[src/rtl/multi_signal_sync_pkg.sv]
// rtl/multi_signal_sync_pkg.sv - shared mode encodings for multi_signal_sync
package multi_signal_sync_pkg;

    localparam logic [1:0] MODE_LEVEL = 2'b00;
    localparam logic [1:0] MODE_RISE  = 2'b01;
    localparam logic [1:0] MODE_FALL  = 2'b10;
    localparam logic [1:0] MODE_ANY   = 2'b11;

endpackage

[src/rtl/multi_signal_sync_ch.sv]
// rtl/multi_signal_sync_ch.sv - one channel: sync chain, glitch filter, edge pulse, sticky flags
// Glitch filter is built only when MULTI_SIGNAL_SYNC_FILTER_EN is defined.
module multi_signal_sync_ch
    import multi_signal_sync_pkg::*;
#(
    parameter int   C_SYNC_STAGES = 2,
    parameter int   C_FILT_WIDTH  = 4,
    parameter logic C_RESET_VAL   = 1'b0
) (
    input  logic                    clk,
    input  logic                    rst,
    input  logic                    async_in,
    input  logic [1:0]              mode,
    input  logic [C_FILT_WIDTH-1:0] filt_thresh,
    input  logic                    event_clr,
    output logic                    level_out,
    output logic                    pulse_out,
    output logic                    event_pending,
    output logic                    event_overrun
);

    (* ASYNC_REG = "TRUE" *) logic [C_SYNC_STAGES-1:0] sync_q;
    logic sync;
    logic filt;
    logic filt_d;
    logic pulse_d;

    always_ff @(posedge clk or posedge rst) begin
        if (rst) sync_q <= {C_SYNC_STAGES{C_RESET_VAL}};
        else     sync_q <= {sync_q[C_SYNC_STAGES-2:0], async_in};
    end

    assign sync = sync_q[C_SYNC_STAGES-1];

`ifdef MULTI_SIGNAL_SYNC_FILTER_EN
    logic [C_FILT_WIDTH-1:0] cnt;
    logic [C_FILT_WIDTH-1:0] t_m1;

    // A threshold of zero behaves like one; ">=" lets a lowered threshold fire at once.
    assign t_m1 = (filt_thresh == '0) ? '0 : filt_thresh - 1'b1;

    always_ff @(posedge clk or posedge rst) begin
        if (rst) begin
            cnt  <= '0;
            filt <= C_RESET_VAL;
        end else if (sync == filt) begin
            cnt <= '0;
        end else if (cnt >= t_m1) begin
            filt <= sync;
            cnt  <= '0;
        end else begin
            cnt <= cnt + 1'b1;
        end
    end
`else
    logic unused_thresh;
    assign unused_thresh = ^filt_thresh;

    always_ff @(posedge clk or posedge rst) begin
        if (rst) filt <= C_RESET_VAL;
        else     filt <= sync;
    end
`endif

    always_comb begin
        pulse_d = 1'b0;
        case (mode)
            MODE_RISE: pulse_d = filt & ~filt_d;
            MODE_FALL: pulse_d = ~filt & filt_d;
            MODE_ANY:  pulse_d = filt ^ filt_d;
            default:   pulse_d = 1'b0;
        endcase
    end

    // Flags follow the registered pulse, so a clear seen alongside pulse_out keeps the event.
    always_ff @(posedge clk or posedge rst) begin
        if (rst) begin
            filt_d        <= C_RESET_VAL;
            pulse_out     <= 1'b0;
            event_pending <= 1'b0;
            event_overrun <= 1'b0;
        end else begin
            filt_d    <= filt;
            pulse_out <= pulse_d;
            if (event_clr) begin
                event_pending <= pulse_out;
                event_overrun <= 1'b0;
            end else if (pulse_out) begin
                event_pending <= 1'b1;
                event_overrun <= event_overrun | event_pending;
            end
        end
    end

    assign level_out = filt;

endmodule

[src/rtl/multi_signal_sync.sv]
// rtl/multi_signal_sync.sv - C_NUM_CH independent synchronizer channels (filter: MULTI_SIGNAL_SYNC_FILTER_EN)
module multi_signal_sync
    import multi_signal_sync_pkg::*;
#(
    parameter int                  C_NUM_CH      = 4,
    parameter int                  C_SYNC_STAGES = 2,
    parameter int                  C_FILT_WIDTH  = 4,
    parameter logic [C_NUM_CH-1:0] C_RESET_VAL   = '0
) (
    input  logic                    clk,
    input  logic                    rst,
    input  logic [C_NUM_CH-1:0]     async_in,
    input  logic [2*C_NUM_CH-1:0]   mode,
    input  logic [C_FILT_WIDTH-1:0] filt_thresh,
    output logic [C_NUM_CH-1:0]     level_out,
    output logic [C_NUM_CH-1:0]     pulse_out,
    output logic [C_NUM_CH-1:0]     event_pending,
    output logic [C_NUM_CH-1:0]     event_overrun,
    input  logic [C_NUM_CH-1:0]     event_clr
);

    if (C_SYNC_STAGES < 2) begin : g_bad_stages
        $error("multi_signal_sync: C_SYNC_STAGES must be at least 2");
    end

    for (genvar i = 0; i < C_NUM_CH; i++) begin : g_ch
        multi_signal_sync_ch #(
            .C_SYNC_STAGES (C_SYNC_STAGES),
            .C_FILT_WIDTH  (C_FILT_WIDTH),
            .C_RESET_VAL   (C_RESET_VAL[i])
        ) u_ch (
            .clk           (clk),
            .rst           (rst),
            .async_in      (async_in[i]),
            .mode          (mode[2*i+1:2*i]),
            .filt_thresh   (filt_thresh),
            .event_clr     (event_clr[i]),
            .level_out     (level_out[i]),
            .pulse_out     (pulse_out[i]),
            .event_pending (event_pending[i]),
            .event_overrun (event_overrun[i])
        );
    end

endmodule

[config.mk]
export PLATFORM = sky130hd
export DESIGN_NAME = multi_signal_sync
export DESIGN_NICKNAME = d
export VERILOG_FILES = /design/src/rtl/multi_signal_sync_pkg.sv /design/src/rtl/multi_signal_sync_ch.sv /design/src/rtl/multi_signal_sync.sv
export SDC_FILE = /design/constraint.sdc
export NUM_CORES = 1
export LEC_CHECK = 0
export BUFFER_PORTS_ARGS = -buffer_cell sky130_fd_sc_hd__buf_2
export CAP_MARGIN = 20
export CORE_MARGIN = 8
export CORE_UTILIZATION = 35
export DETAILED_ROUTE_END_ITERATION = 12
export PLACE_DENSITY = 0.71
export SYNTH_ARGS = -nofsm -noshare
export SYNTH_HDL_FRONTEND = slang
export SYNTH_HIERARCHICAL = 1
export SYNTH_SLANG_ARGS = --single-unit
[constraint.sdc]
create_clock -name clk -period 1.61 [get_ports clk]
set_input_delay 0.322 -clock clk [delete_from_list [all_inputs] [get_ports clk]]
set_output_delay 0.322 -clock clk [all_outputs]
set_load 0.01 [all_outputs]
======== Yosys cells after proc, flatten, opt, wreduce, memory -nomap -nowiden ========
Cells that the tools add are included.
storage, ports and cells
  register bits after elaboration ......... 28
  input port bits ......................... 22
  output and inout port bits .............. 16
  word-level logic and storage cells ...... 84
cells by class
  equal/unequal tests ..................... 12
  muxes and demuxes ....................... 20
  bitwise operators ....................... 24
  reductions and logical operators ........ 4
operators by type and width
  kind                                                 count
  equality test 2 bit, second input constant           8
  2-to-1 mux 1 bit                                     16
  case mux 1 bit (3 select lines)                      4
  AND 1 bit                                            8
  equality test 2 x 1 -> 1 bit, second input constant  4
  NOT 1 bit                                            8
  nonzero test 2 bit                                   4
  OR 1 bit                                             4
  XOR 1 bit                                            4

======== Depth between registers and ports, before layout ========
  depth in word-level cells ............... 3
  depth in mapped cells ................... 5
  mapped depth without buffers ............ 5

======== By module ========
Netlist, hierarchy kept.
by module, submodules not included
  module                instances  cells each  area each (um^2)  seq. area each (um^2)
  multi_signal_sync_ch  4          21          257.7             175.2

======== Worst setup path before layout ========
No wires, ideal clock.
  path kind ............................... flip-flop to flip-flop
  start ................................... reg g_ch[0].u_ch.filt
  end ..................................... reg g_ch[0].u_ch.pulse_out
  library setup time ...................... 0.123 ns
  arrival time ............................ 0.925 ns
  required time ........................... 1.487 ns
  slack ................................... 0.562 ns
  cell stages (with the launch flop) ...... 6
  path buffers ............................ 0
  clock period less this slack ............ 1.048 ns
  cell sequence ........................... dfrtp_1 > inv_1 > ha_1 > nor2b_1 > o21ai_1 > o21ai_1
on the way
  longest elaborated chain between the ends .. 3
  elaborated cells on any way between the ends .. 5
  those cells by class .................... mux: 1; bitwise: 4
ends and longest elaborated chain
  what                                 line                        source
  start: declaration                   multi_signal_sync_ch.sv:24  logic filt;
  start signal: assignment             multi_signal_sync_ch.sv:61  else filt <= sync;
  NOT 1 bit                            multi_signal_sync_ch.sv:69  MODE_FALL: pulse_d = ~filt & filt_d;
  AND 1 bit                            multi_signal_sync_ch.sv:69
  case mux 1 bit (3 select lines) (*)  multi_signal_sync_ch.sv:67  case (mode)
  net g_ch[0].u_ch.pulse_d             multi_signal_sync_ch.sv:26  logic pulse_d;
  end signal: assignment               multi_signal_sync_ch.sv:84  pulse_out <= pulse_d;
  end: declaration                     multi_signal_sync_ch.sv:17  output logic pulse_out,
The timed path passes the listed nets; every way through them passes the cells marked *.
A chain may end at the register's enable or synchronous reset.

======== Final worst setup path ========
  start ................................... reg g_ch[2].u_ch.filt
  end ..................................... out level_out[2]
RTL lines
  what                      line                        source
  start: declaration        multi_signal_sync_ch.sv:24
  start signal: assignment  multi_signal_sync_ch.sv:61
  end: declaration          multi_signal_sync.sv:15     output logic [C_NUM_CH-1:0] level_out,
No word-level cell between the ends.

==> results.yml <==
run_status:
  status: "finished clean"
synthesis:
  synth_seq_area_share_pct: 68.0
  synth_cells: 84
  synth_xor_area_share_pct: 0
  synth_top_family_by_area: "adder cells"
  synth.distinct_cells: 9
  synth_compound_area_share_pct: 8.74
  muxShareOfSynthArea_pct: 0
  ys_ff_latch: 28
  synth_nets: 114
  synth_area_um2: 1030
  avgSynthCellArea_um2: 12.3
  synth-adder-area-share_pct: 9.71
  ys_warn_count: 6
  synthSimpleGateAreaFrac_pct: 7.77
timing:
  fmax_mhz: 815
  hold_viol_final: 0
  post-route-min-period_ns: 1.23
  min_period_over_period_pct: 76.2
  setup_violations: 0
  finalClockSkew_ns: 0.000825
  slew_headroom_pct: 82.4
  fin_tns_setup_ns: 0
  grt_setup_unrepaired: "no"
  tightest_slew_ns: 0.264
  drv_slew: 0
route:
  dr.pass1.iters: 2
  wirelength_um: 1900
  ant_nets: 0
  wl_per_cell_um: 12.5
  vias: 703
  drc: 0
  viasPerCell: 4.63
  drt_iter0_drc: 2
min_path:
  hold_path_class: "in2reg"
  holdCritStartpoint: "async_in[0]"
floorplan:
  num_rows: 19
  start_util_pct: 37.1
  die_w_um: 70.3
  die_y_um: 70.3
  ioPinCount: 38
  die_area_um2: 4940
  core_um2: 2780
clocking:
  cts_buffer_depth: 2
  clk_latency_ns: 0.31
  holdBufCountCts: 1
  cts_resized: 0
  post_cts_buffers: 0
  cts_made_buffers: 3
  cts_max_level: 1
  cts_root_buf: "clkbuf_4"
  cts_num_sinks: 28
  cts_tree: "yes"
  clk_pin_slew_ns: 0.13
global_routing:
  grt_max_degree: 15
  antenna_found_initial: 0
  grt_pass1_vias: 805
  track_usage_pct: 8.34
  grt.overflow.total: 0
  grt_first_pass_wirelength_um: 3420
layout:
  final_common_cell: "buf_2"
  mostFrequentLayoutCells: "buf_2 (33), dfrtp_1 (28), inv_1 (16)"
  drive_above_1_share_pct: 29.8
  fillers: 270
  nNetsFinal: 153
  fin_util_pct: 45.6
  syn_to_final_growth_pct: 22.9
  antennaDiodeCount: 0
setup_path:
  startpoint_type: "register"
  cp_slowest_cell: "dfrtp_1"
  crit_buf_inv: 1
  cp-end-kind: "primary output"
  cp_cell_sequence: "buf_2"
  required_ns: 1.29
  worstPathArrival_ns: 0.91
  critPathTopFamily: "flip-flops"
  max_stage_delay_ns: 0.44
  path_max_fanout: 4
  path_class: "reg2out"
  r2r-start: "g_ch[2].u_ch/level_out"
  crit_path_start: "g_ch[2].u_ch/level_out"
run:
  maxCapViolCount: 0
power:
  power_leakage_uw: 0.000726
  irDropWorstVdd_uv: 618
  powerDensity_nw_per_um2: 943
placement:
  io_buffers: 33
  place.detailed.hpwl_um: 1550
  routabilityCongestion: 0.716
[path summary, 6_finish.rpt]
path | to | slack [ns] | depth (start not counted)
setup / recovery | level_out[2] | 0.38 | 1
hold / removal | g_ch[0].u_ch/sync_q[0] | 0.11 | 1
setup reg to reg | g_ch[2].u_ch/pulse_out | 0.50 | 5
hold reg to reg | g_ch[1].u_ch/level_out | 0.36 | 0
max in group asynchronous | g_ch[1].u_ch/event_overrun | 0.90 | 3
min in group asynchronous | g_ch[3].u_ch/sync_q[1] | 0.50 | 3
[stage by stage]
stage / std cells / power [uW] / setup slack (ns) / area [um^2] / hold WS [ns]
after CTS: 152 / 1220 / 0.353 / 1270 / 0.0906
after detailed placement: 148 / 946 / 0.514 / 1230 / 0.296
after floorplan: 84 / 866 / 0.562 / 1030 / 0.125
after global routing: 152 / 1290 / 0.299 / 1270 / 0.0637
after global placement: 148 / 934 / 0.576 / 1230 / 0.288
final: 152 / 1200 / 0.382 / 1270 / 0.107
[final cells by class]
| cell class | count | area, um^2 | area share (%) |
|---|---|---|---|
| Multi-Input combinational cell | 40 | 270 | 21.3 |
| Sequential cell | 28 | 701 | 55.3 |
| Tap cell | 31 | 38.8 | 3.06 |
| Inverter | 16 | 60.1 | 4.74 |
| Timing Repair Buffer | 34 | 175 | 13.8 |
| Clock buffer | 3 | 22.5 | 1.78 |
[registers in the layout, summed over array words and instances (netlist names)]
| signal | flops |
|---|---|
| g_ch.u_ch/filt_d | 4 |
| g_ch.u_ch/event_pending | 4 |
| g_ch.u_ch/pulse_out | 4 |
| g_ch.u_ch/event_overrun | 4 |
| g_ch.u_ch/level_out | 4 |
| g_ch.u_ch/sync_q | 8 |
[metal layers]
layer	GRT usage [%]	vias to the layer above	wire length (um)
met1	9.42	341	847
met5	0	-	0
li1	-	335	-
met2	13.9	27	896
met4	2.01	0	0
met3	3.81	0	153
[cells in the mapped netlist]
master    n  area [um^2]
a21oi_1   4         20.0
inv_1    16         60.1
a21o_1    4         30.0
nor2_1    4         15.0
nor2b_1   8         50.1
ha_1      8          100
dfrtp_1  28          701
o21ai_1   8         40.0
nand2_1   4         15.0
[worst reg2reg max path: cells and delay by family, from the launching register on]
family,cells,cell delay [ns]
AND/OR/NAND/NOR,1,0.04
AO/OA/AOI/OAI,2,0.21
flip-flops,1,0.43
adder cells (fa/ha/maj),1,0.27
buffers and inverters,1,0.06
[kinds of logic (layout without fill, tap and decap cells)]
group           count (synthesis)  after routing
fa+ha+maj                       8              8
flops                          28             28
buf+inv                        16             53
simple gates                   16             16
compound gates                 16             16
[power breakdown]
| group | switching [uW] | internal [uW] | total (uW) |
|---|---|---|---|
| combinational | 78.8 | 69.0 | 148 |
| sequential | 30.2 | 751 | 781 |
| clock | 179 | 87.3 | 266 |
No activity file was read; power rests on OpenSTA's default activity.
